## src/rtl/stp_wrapper.sv

```systemverilog
// stp_wrapper: serial-to-parallel word shift register with frame counting.
//
// Words presented on serial_in are shifted in on every clock where
// it_cnt_strobe is high. New words enter at the top index and age toward
// index 0. After NUM_WORDS strobes, the first word of the frame therefore sits
// at data_par[0].
//
// word_cnt counts accepted words modulo NUM_WORDS. frame_done pulses for one
// cycle after the strobe that completes a frame. Shifting continues across
// frame boundaries and is never blocked.
//
// Ports
//   clk           : clock, rising-edge active
//   n_rst         : synchronous reset, active-high (despite the name)
//   it_cnt_strobe : shift enable, one word accepted per high cycle
//   serial_in     : incoming word, WORD_WIDTH bits
//   data_par      : registered parallel contents, [NUM_WORDS-1:0][WORD_WIDTH-1:0]
//   word_cnt      : words accepted since reset or since the last full frame
//   frame_done    : registered one-cycle frame completion pulse
module stp_wrapper #(
  parameter int NUM_WORDS  = 48,
  parameter int WORD_WIDTH = 16,
  localparam int CNT_W     = $clog2(NUM_WORDS + 1)
) (
  input  logic                                   clk,
  input  logic                                   n_rst,
  input  logic                                   it_cnt_strobe,
  input  logic [WORD_WIDTH-1:0]                  serial_in,
  output logic [NUM_WORDS-1:0][WORD_WIDTH-1:0]   data_par,
  output logic [CNT_W-1:0]                       word_cnt,
  output logic                                   frame_done
);

  localparam logic [CNT_W-1:0] LAST_CNT = CNT_W'(NUM_WORDS - 1);
  localparam logic [CNT_W-1:0] ONE_CNT  = CNT_W'(1);

  // Data and control share one register stage so all outputs stay aligned.
  // The reset clears the data words as well, so a fresh frame always starts
  // from all-zero contents.
  always_ff @(posedge clk) begin
    if (n_rst) begin
      data_par   <= '0;
      word_cnt   <= '0;
      frame_done <= 1'b0;
    end else begin
      frame_done <= 1'b0;
      if (it_cnt_strobe) begin
        // Concatenation drops data_par[0] and moves every word down by one.
        data_par <= {serial_in, data_par[NUM_WORDS-1:1]};
        if (word_cnt == LAST_CNT) begin
          word_cnt   <= '0;
          frame_done <= 1'b1;
        end else begin
          word_cnt <= word_cnt + ONE_CNT;
        end
      end
    end
  end

endmodule

```

## config.mk

```make
export PLATFORM = sky130hd
export DESIGN_NAME = stp_wrapper
export DESIGN_NICKNAME = d
export VERILOG_FILES = /design/src/rtl/stp_wrapper.sv
export SDC_FILE = /design/constraint.sdc
export NUM_CORES = 1
export LEC_CHECK = 0
export ABC_AREA = 1
export BUFFER_PORTS_ARGS = -buffer_cell sky130_fd_sc_hd__buf_2
export CAP_MARGIN = 15
export CORE_AREA = 2 2 307 309
export CTS_CLUSTER_SIZE = 28
export DETAILED_ROUTE_END_ITERATION = 16
export DIE_AREA = 0 0 309 311
export PLACE_DENSITY = 0.52
export SYNTH_ARGS = -nofsm -noshare
export SYNTH_HDL_FRONTEND = slang
export SYNTH_SLANG_ARGS = --single-unit
```

## constraint.sdc

```tcl
create_clock -name clk -period 3.6 [get_ports clk]
set_input_delay 1.08 -clock clk [delete_from_list [all_inputs] [get_ports clk]]
set_output_delay 1.08 -clock clk [all_outputs]
set_load 0.005 [all_outputs]
```

After elaboration in Yosys (flattened, before gate mapping)
Index checks and enable logic that the tools add are counted.
W data, S select, Z words.

cells by class
  reductions and logical operators = 1
  eq/ne operators = 1
  mux-type cells = 2
  bitwise operators = 1
  $add $sub $neg = 1

operator list
  operator               count
  $add A6 B1 Y6 const B  1
  $eq A6 B6 Y1 const B   1
  $mux W6                1
  $reduce_or A2 Y1       1
  $mux W1                1
  $not A1 Y1             1

storage, ports and cells
  output and inout port bits = 775
  register bits = 775
  logic and storage cells = 56
  input bits = 19

Logic depth before layout (Yosys ltp)
Gate-level depths: netlist of run 1.

  word-level depth = 2
  mapped depth = 8
  gate-level depth less buffers = 6

Worst setup path before layout of run 1
Ideal clock, no wire load.

  kind = input port to flip-flop
  start point = input it_cnt_strobe
  end point = register data_par[20] (netlist name)
  path slack = 1,588 ps
  data required time = 3,484 ps
  path buffers = 5
  data arrival time = 1,896 ps
  stages on the path = 8
  setup time = 116 ps
  path through = buf_6 -> buf_6 -> inv_2 -> buf_6 -> buf_4 -> buf_4 -> nor2_1 -> nor2_1

RTL lines
  element               RTL line  text
  start, declared       27        input logic it_cnt_strobe,
  end signal, assigned  49        data_par <= {serial_in, data_par[NUM_WORDS-1:1]};
  end, declared         29        output logic [NUM_WORDS-1:0][WORD_WIDTH-1:0] data_par,

Final worst setup path of run 1
  start point = register data_par[746] (netlist name)
  end point = output data_par[746] (netlist name)

No word-level cell between the ends.

==> metrics.md, run 1 <==
| Metric | Value |
|---|---|
| Worst hold slack | `493 ps` |
| Clock buffer count from CTS | `88` |
| Tightest Hold Check Type | `register to register` |
| # DRC | `0` |
| Worst Tran Pin Value | `995 ps` |
| CP peak stage delay | `570 ps` |
| Worst-case clock buffer depth | `3` |
| Routed vias/inst | `4.54` |
| Synth warn | `0` |
| First-pass GRT wire length | `143000 um` |
| Post_cts resized | `0` |
| Final ANT Viol Nets | `0` |
| FF-to-FF path depth | `5` |
| Die Y | `roughly 310 um` |
| Post-CTS Setup Repair Bufs | `0` |
| PwrDens | `between 600 and 700 nW/um^2` |
| Hold-fix buffers at CTS | `0` |
| DR vias | `24400` |
| Pins Over Slew Limit | `0` |
| Die W | `~310 um` |
| CTS tree | `done` |
| Non-Filler Instances | `5366` |
| Leakage power | `16.4 nW` |
| Status | `complete, no violations` |
| DP HPWL | `66200 um` |
| Number of synthesized register bits | `775` |
| Filler cells | `between 9000 and 10000` |
| Tot Pwr | `around 21 mW` |
| Syn Nets | `3393` |
| Final Hold Vio Count | `0` |
| CP cell instances | `buf_2` |
| Worst path top cell family by delay | `flip-flops` |
| Initial core utilization | `28.5%` |
| Post-synthesis instance area | `between 20000 and 30000 um^2` |
| Total Routing Usage GR | `19.1%` |
| Row count | `112` |
| Total core area | `just over 90000 um^2` |
| DRT Pass-1 Iters | `5` |
| Setup Crit Path Kind | `register to output port` |
| Final nets | `just over 4000` |
| Ports | `794` |
| WHS Path Cells | `2` |
| Fmax | `between 400 and 500 MHz` |
| GP Congestion | `0.846` |
| Gr ovfl total | `0` |
| P&R area growth vs syn | `29.7%` |
| Worst Setup End Kind | `output port` |
| Fin crit period | `between 2000 and 2500 ps` |
| Yosys cell types | `17` |
| Share of layout cells above drive strength 1 | `23.5%` |
| Worst reg-to-reg setup slack | `2420 ps` |
| Full die area | `between 90000 and 100000 um^2` |
| WL final | `slightly below 100000 um` |
| Fin Setup TNS | `0 ps` |
| Initial DRC Count | `2359` |
| Synth Instances | `3373` |
| Levels on crit path | `1` |
| Clock slew at reported path FFs | `60 ps` |
| Largest net degree at the start of global routing | `roughly 220` |
| Slew margin rel. | `~34%` |
| CP bufs+invs | `1` |
| Buffers added on ports | `793` |
| Most frequent cells in the layout | `1545 x nor2_1, 792 x buf_2, 775 x dfxtp_1, 771 x o21ai_0, 89 x clkbuf_16` |
| CTS Root Cell | `clkbuf_16` |
| Clock Skew | `a little under 20 ps` |
| Peak VDD IR | `about 0.00032 V` |
| Clk Latency, worst-skew pair | `around 660 ps` |
| Post-route clock period utilization | `between 60% and 70%` |
| Initial antenna violation count | `9` |
| WL per Instance | `18.2 um` |
| CTS sink count | `775` |
| Inst Count DP | `5197` |
| Sequential fraction of the synthesis area | `approximately three fifths` |
| Most common cell after layout, fill and taps aside | `nor2_1` |
| CP Max Fanout | `3` |
| Unrepaired setup endpoints after global routing | `no` |
| Mapped Avg Cell Area | `7.84 um^2` |
| Max-cap violations | `0` |
| H-tree depth | `3` |
| Crit start category | `register` |
| CP required | `approximately 2500 ps` |
| Final setup viols | `0` |
| Vias in the first global route | `22200` |
| Critical-path top delay cell | `dfxtp_1` |
| Worst EP arrival | `around 1400 ps` |
final cells by class:
type	count	area (um^2)	area share, %
Inverter	6	37.5	0.109
Multi-Input combinational cell	2336	9760	28.5
Sequential cell	775	15500	45.2
Clock inverter	34	459	1.34
Tap cell	1254	1570	4.58
Antenna cell	8	20.0	0.0584
Clock buffer	127	2510	7.32
Timing Repair Buffer	826	4410	12.9
report_power, final:
part	switching [mW]	total, mW	internal [mW]
sequential	0.474	9.60	9.13
clock	3.75	9.26	5.51
combinational	1.19	1.93	0.737
logic make-up after synthesis:
group	synth area share [%]
flip-flops	58.7
buffers and inverters	4.41
adder cells (fa/ha/maj)	0.0473
AO/OA/AOI/OAI	14.6
AND/OR/NAND/NOR	22.2
XOR/XNOR	0.0331
synth_stat cells:
master | n | area [um^2]
nor2_1 | 1545 | 5800
xnor2_1 | 1 | 8.76
buf_4 | 12 | 90.1
o21ai_0 | 771 | 3860
clkbuf_1 | 162 | 608
nor3b_1 | 1 | 7.51
inv_1 | 4 | 15.0
buf_6 | 6 | 67.6
inv_2 | 2 | 7.51
buf_1 | 1 | 3.75
buf_2 | 75 | 375
ha_1 | 1 | 12.5
nand2_1 | 11 | 41.3
nand3b_1 | 2 | 15.0
a21oi_1 | 2 | 10.0
nand3_1 | 2 | 10.0
dfxtp_1 | 775 | 15500
final timing paths:
| check | start | end |
|---|---|---|
| setup reg to reg | word_cnt[0] | word_cnt[5] |
| setup / recovery | data_par[746] | data_par[746] |
| hold reg to reg | data_par[477] | data_par[461] |
| hold / removal | data_par[477] | data_par[461] |
through the flow:
stage          setup slack, ps  area (um^2)  util, %
2_1_floorplan             1590        26400        -
3_3_place_gp              1000        31300     33.7
3_5_place_dp               980        31300     33.7
4_1_cts                   1020        34300     36.9
5_1_grt                   1040        34300     37.0
6_report                  1100        34300     37.0
state kept, by name, indices dropped and copies added (netlist names):
name	flops
data_par	768
frame_done	1
word_cnt	6
layer usage:
metal | GRT usage (%) | vias up | share of wire [%] | wire [um]
met3 | 6.41 | 141 | 8.7 | 8480
met1 | 24.0 | 11300 | 42 | 41400
met5 | 0 | - | 0 | 0
met4 | 7.45 | 0 | 2.8 | 2740
met2 | 30.1 | 791 | 46 | 45000
li1 | - | 12100 | - | -
(Power assumes the default switching activity.)
==> run 2: changes to the inputs <==
--- a/config.mk
+++ b/config.mk
@@ -12,7 +12,7 @@
 export CTS_CLUSTER_SIZE = 28
 export DETAILED_ROUTE_END_ITERATION = 16
 export DIE_AREA = 0 0 309 311
-export PLACE_DENSITY = 0.52
+export PLACE_DENSITY = 0.54
 export SYNTH_ARGS = -nofsm -noshare
 export SYNTH_HDL_FRONTEND = slang
 export SYNTH_SLANG_ARGS = --single-unit
==> constraint.sdc (replaced) <==
create_clock -name clk -period 2 [get_ports clk]
set_input_delay 0.6 -clock clk [delete_from_list [all_inputs] [get_ports clk]]
set_output_delay 0.6 -clock clk [all_outputs]
set_load 0.005 [all_outputs]
==> run 2 against run 1 <==
  * Non-clock buffer count grew 44
  * Sequential power grew 81%
  * Routed wire length grew 2.0%
  * Setup slack lost 1000 ps
  * Clock power grew 76%
  * First-iteration DRC count shrank 8.1%
  * Count of clock-buffer cells in the layout grew 4
  * Final area grew 1.6%
  * Critical path type unchanged
==> metrics.md, run 2 (synthesis results as in run 1) <==
| Metric | Value |
|---|---|
| Hold-fix buffers at CTS | `0 (unchanged)` |
| Die W | `309 um (unchanged)` |
| Final nets | `4098 (was 4053)` |
| Gr ovfl total | `0 (unchanged)` |
| DP HPWL | `70800 um (was 66200 um)` |
| Share of layout cells above drive strength 1 | `24.6% (was 23.5%)` |
| Pins Over Slew Limit | `0 (unchanged)` |
| Unrepaired setup endpoints after global routing | `no (unchanged)` |
| CP Max Fanout | `3 (unchanged)` |
| Fin Setup TNS | `0 ps (unchanged)` |
| Worst-case clock buffer depth | `3 (unchanged)` |
| Biggest register | `data_par (unchanged)` |
| Row count | `112 (unchanged)` |
| Initial antenna violation count | `5 (was 9)` |
| Peak VDD IR | `0.000639 V (was 0.000325 V)` |
| P&R area growth vs syn | `31.7% (was 29.7%)` |
| Post-CTS Setup Repair Bufs | `0 (unchanged)` |
| Worst EP arrival | `1320 ps (was 1420 ps)` |
| Final Hold Vio Count | `0 (unchanged)` |
| Status | `complete, no violations (unchanged)` |
| CP bufs+invs | `1 (unchanged)` |
| H-tree depth | `3 (unchanged)` |
| Most frequent cells in the layout | `1545 x nor2_1, 789 x buf_2, 771 x o21ai_0, 762 x dfxtp_1, 89 x clkbuf_16 (was 1545 x nor2_1, 792 x buf_2, 775 x dfxtp_1, 771 x o21ai_0, 89 x clkbuf_16)` |
| PwrDens | `1070 nW/um^2 (was 606 nW/um^2)` |
| CP cell instances | `buf_2 (unchanged)` |
| Clock Skew | `27.3 ps (was 19.3 ps)` |
| DRT Pass-1 Iters | `6 (was 5)` |
| Worst Setup End Kind | `output port (unchanged)` |
| Tightest Hold Check Type | `input pin to register (was register to register)` |
| CTS sink count | `775 (unchanged)` |
| WL final | `99600 um (was 97600 um)` |
| Top flop regs | `data_par: 768 flops, word_cnt: 6 flops, frame_done: 1 flops (unchanged)` |
| Buffers added on ports | `793 (unchanged)` |
| Inst Count DP | `5241 (was 5197)` |
| Post-route clock period utilization | `~96%` |
| # DRC | `0 (unchanged)` |
| CTS Root Cell | `clkbuf_16 (unchanged)` |
| Full die area | `96100 um^2 (unchanged)` |
| CTS tree | `done (unchanged)` |
| Clock buffer count from CTS | `89 (was 88)` |
| Fin crit period | `slightly below 2000 ps` |
| Filler cells | `9773 (was 9834)` |
| CP required | `1400 ps (was 2520 ps)` |
| Clk Latency, worst-skew pair | `670 ps (was 660 ps)` |
| CP peak stage delay | `480 ps (was 570 ps)` |
| Vias in the first global route | `23000 (was 22200)` |
| Leakage power | `16.7 nW (was 16.4 nW)` |
| Fmax | `520 MHz` |
| Crit start category | `register (unchanged)` |
| Die Y | `311 um (unchanged)` |
| Routed vias/inst | `4.54 (about the same)` |
| Final ANT Viol Nets | `0 (unchanged)` |
| Total core area | `92800 um^2 (unchanged)` |
| Max-cap violations | `0 (unchanged)` |
| GP Congestion | `0.833 (was 0.846)` |
| Worst path top cell family by delay | `flip-flops (unchanged)` |
| WL per Instance | `18.4 um (was 18.2 um)` |
| Largest net degree at the start of global routing | `150 (was 219)` |
| First-pass GRT wire length | `148000 um (was 143000 um)` |
| Initial core utilization | `28.5% (unchanged)` |
| Total Routing Usage GR | `19.8% (was 19.1%)` |
| Max reg flops | `768 (unchanged)` |
| Worst Tran Pin Value | `570 ps (was 995 ps)` |
| Ports | `794 (unchanged)` |
| Slew margin rel. | `62.0% (was 33.7%)` |
| Initial DRC Count | `2169 (was 2359)` |
| Most common cell after layout, fill and taps aside | `nor2_1 (unchanged)` |
| Clock slew at reported path FFs | `60 ps (about the same)` |
| Setup Crit Path Kind | `register to output port (unchanged)` |
| Critical-path top delay cell | `dfxtp_1 (unchanged)` |
| Post_cts resized | `16 (was 0)` |
| Final setup viols | `0 (unchanged)` |
| Non-Filler Instances | `5408 (was 5366)` |
| DR vias | `24600 (was 24400)` |
==> run 2: metrics by stage <==
| step | setup WS [ps] | hold WS, ps | total power [mW] | area [um^2] | util [%] |
|---|---|---|---|---|---|
| 5_1_grt | 20.5 | 119 | 38.8 | 34800 | 37.6 |
| 4_1_cts | 1.29 | 81.4 | 37.7 | 34800 | 37.5 |
| 3_3_place_gp | 264 | 475 | 21.3 | 31900 | 34.4 |
| 2_1_floorplan | 468 | 485 | 19.2 | 26400 | - |
| 3_5_place_dp | 241 | 479 | 21.3 | 31900 | 34.4 |
| 6_report | 76.3 | 150 | 37.3 | 34800 | 37.6 |
==> run 2: tightest hold or removal path: cells and delay by family <==
kind | cells | cell delay [ps]
buffers and inverters | 1 | 70
AND/OR/NAND/NOR | 2 | 110
==> run 2: cell type report <==
class                      instances  area, um^2  share of cell area, %
antenna                            4        10.0                 0.0287
inverter                           6        37.5                  0.108
timing repair buffer             870        5000                   14.4
clock buffer                     131        2520                   7.25
clock inverter                    32         400                   1.15
multi-input combinational       2336        9760                   28.0
sequential                       775       15500                   44.6
tap                             1254        1570                   4.50
==> run 2: final timing paths <==
check                startpoint  slack, ps            end  cells after the start
setup / recovery  data_par[756]         80  data_par[756]                      1
setup reg to reg    word_cnt[0]        830    word_cnt[5]                      5
hold reg to reg     data_par[0]        490    data_par[0]                      2
hold / removal    serial_in[11]        150  data_par[763]                      3
==> run 2: report_power, final <==
| part | internal [mW] | switching (mW) | total [mW] |
|---|---|---|---|
| combinational | 1.44 | 2.14 | 3.57 |
| clock | 9.49 | 6.84 | 16.3 |
| sequential | 16.4 | 0.924 | 17.4 |
| total | 27.4 | 9.90 | 37.3 |
==> run 2: layer usage <==
metal / wire [um] / track usage [%] / share of wire (%)
met2: 46600 / 32.1 / 47
met5: 13 / 0 / 0.013
met3: 8400 / 6.14 / 8.4
met1: 41200 / 24.3 / 41
met4: 3360 / 8.20 / 3.4
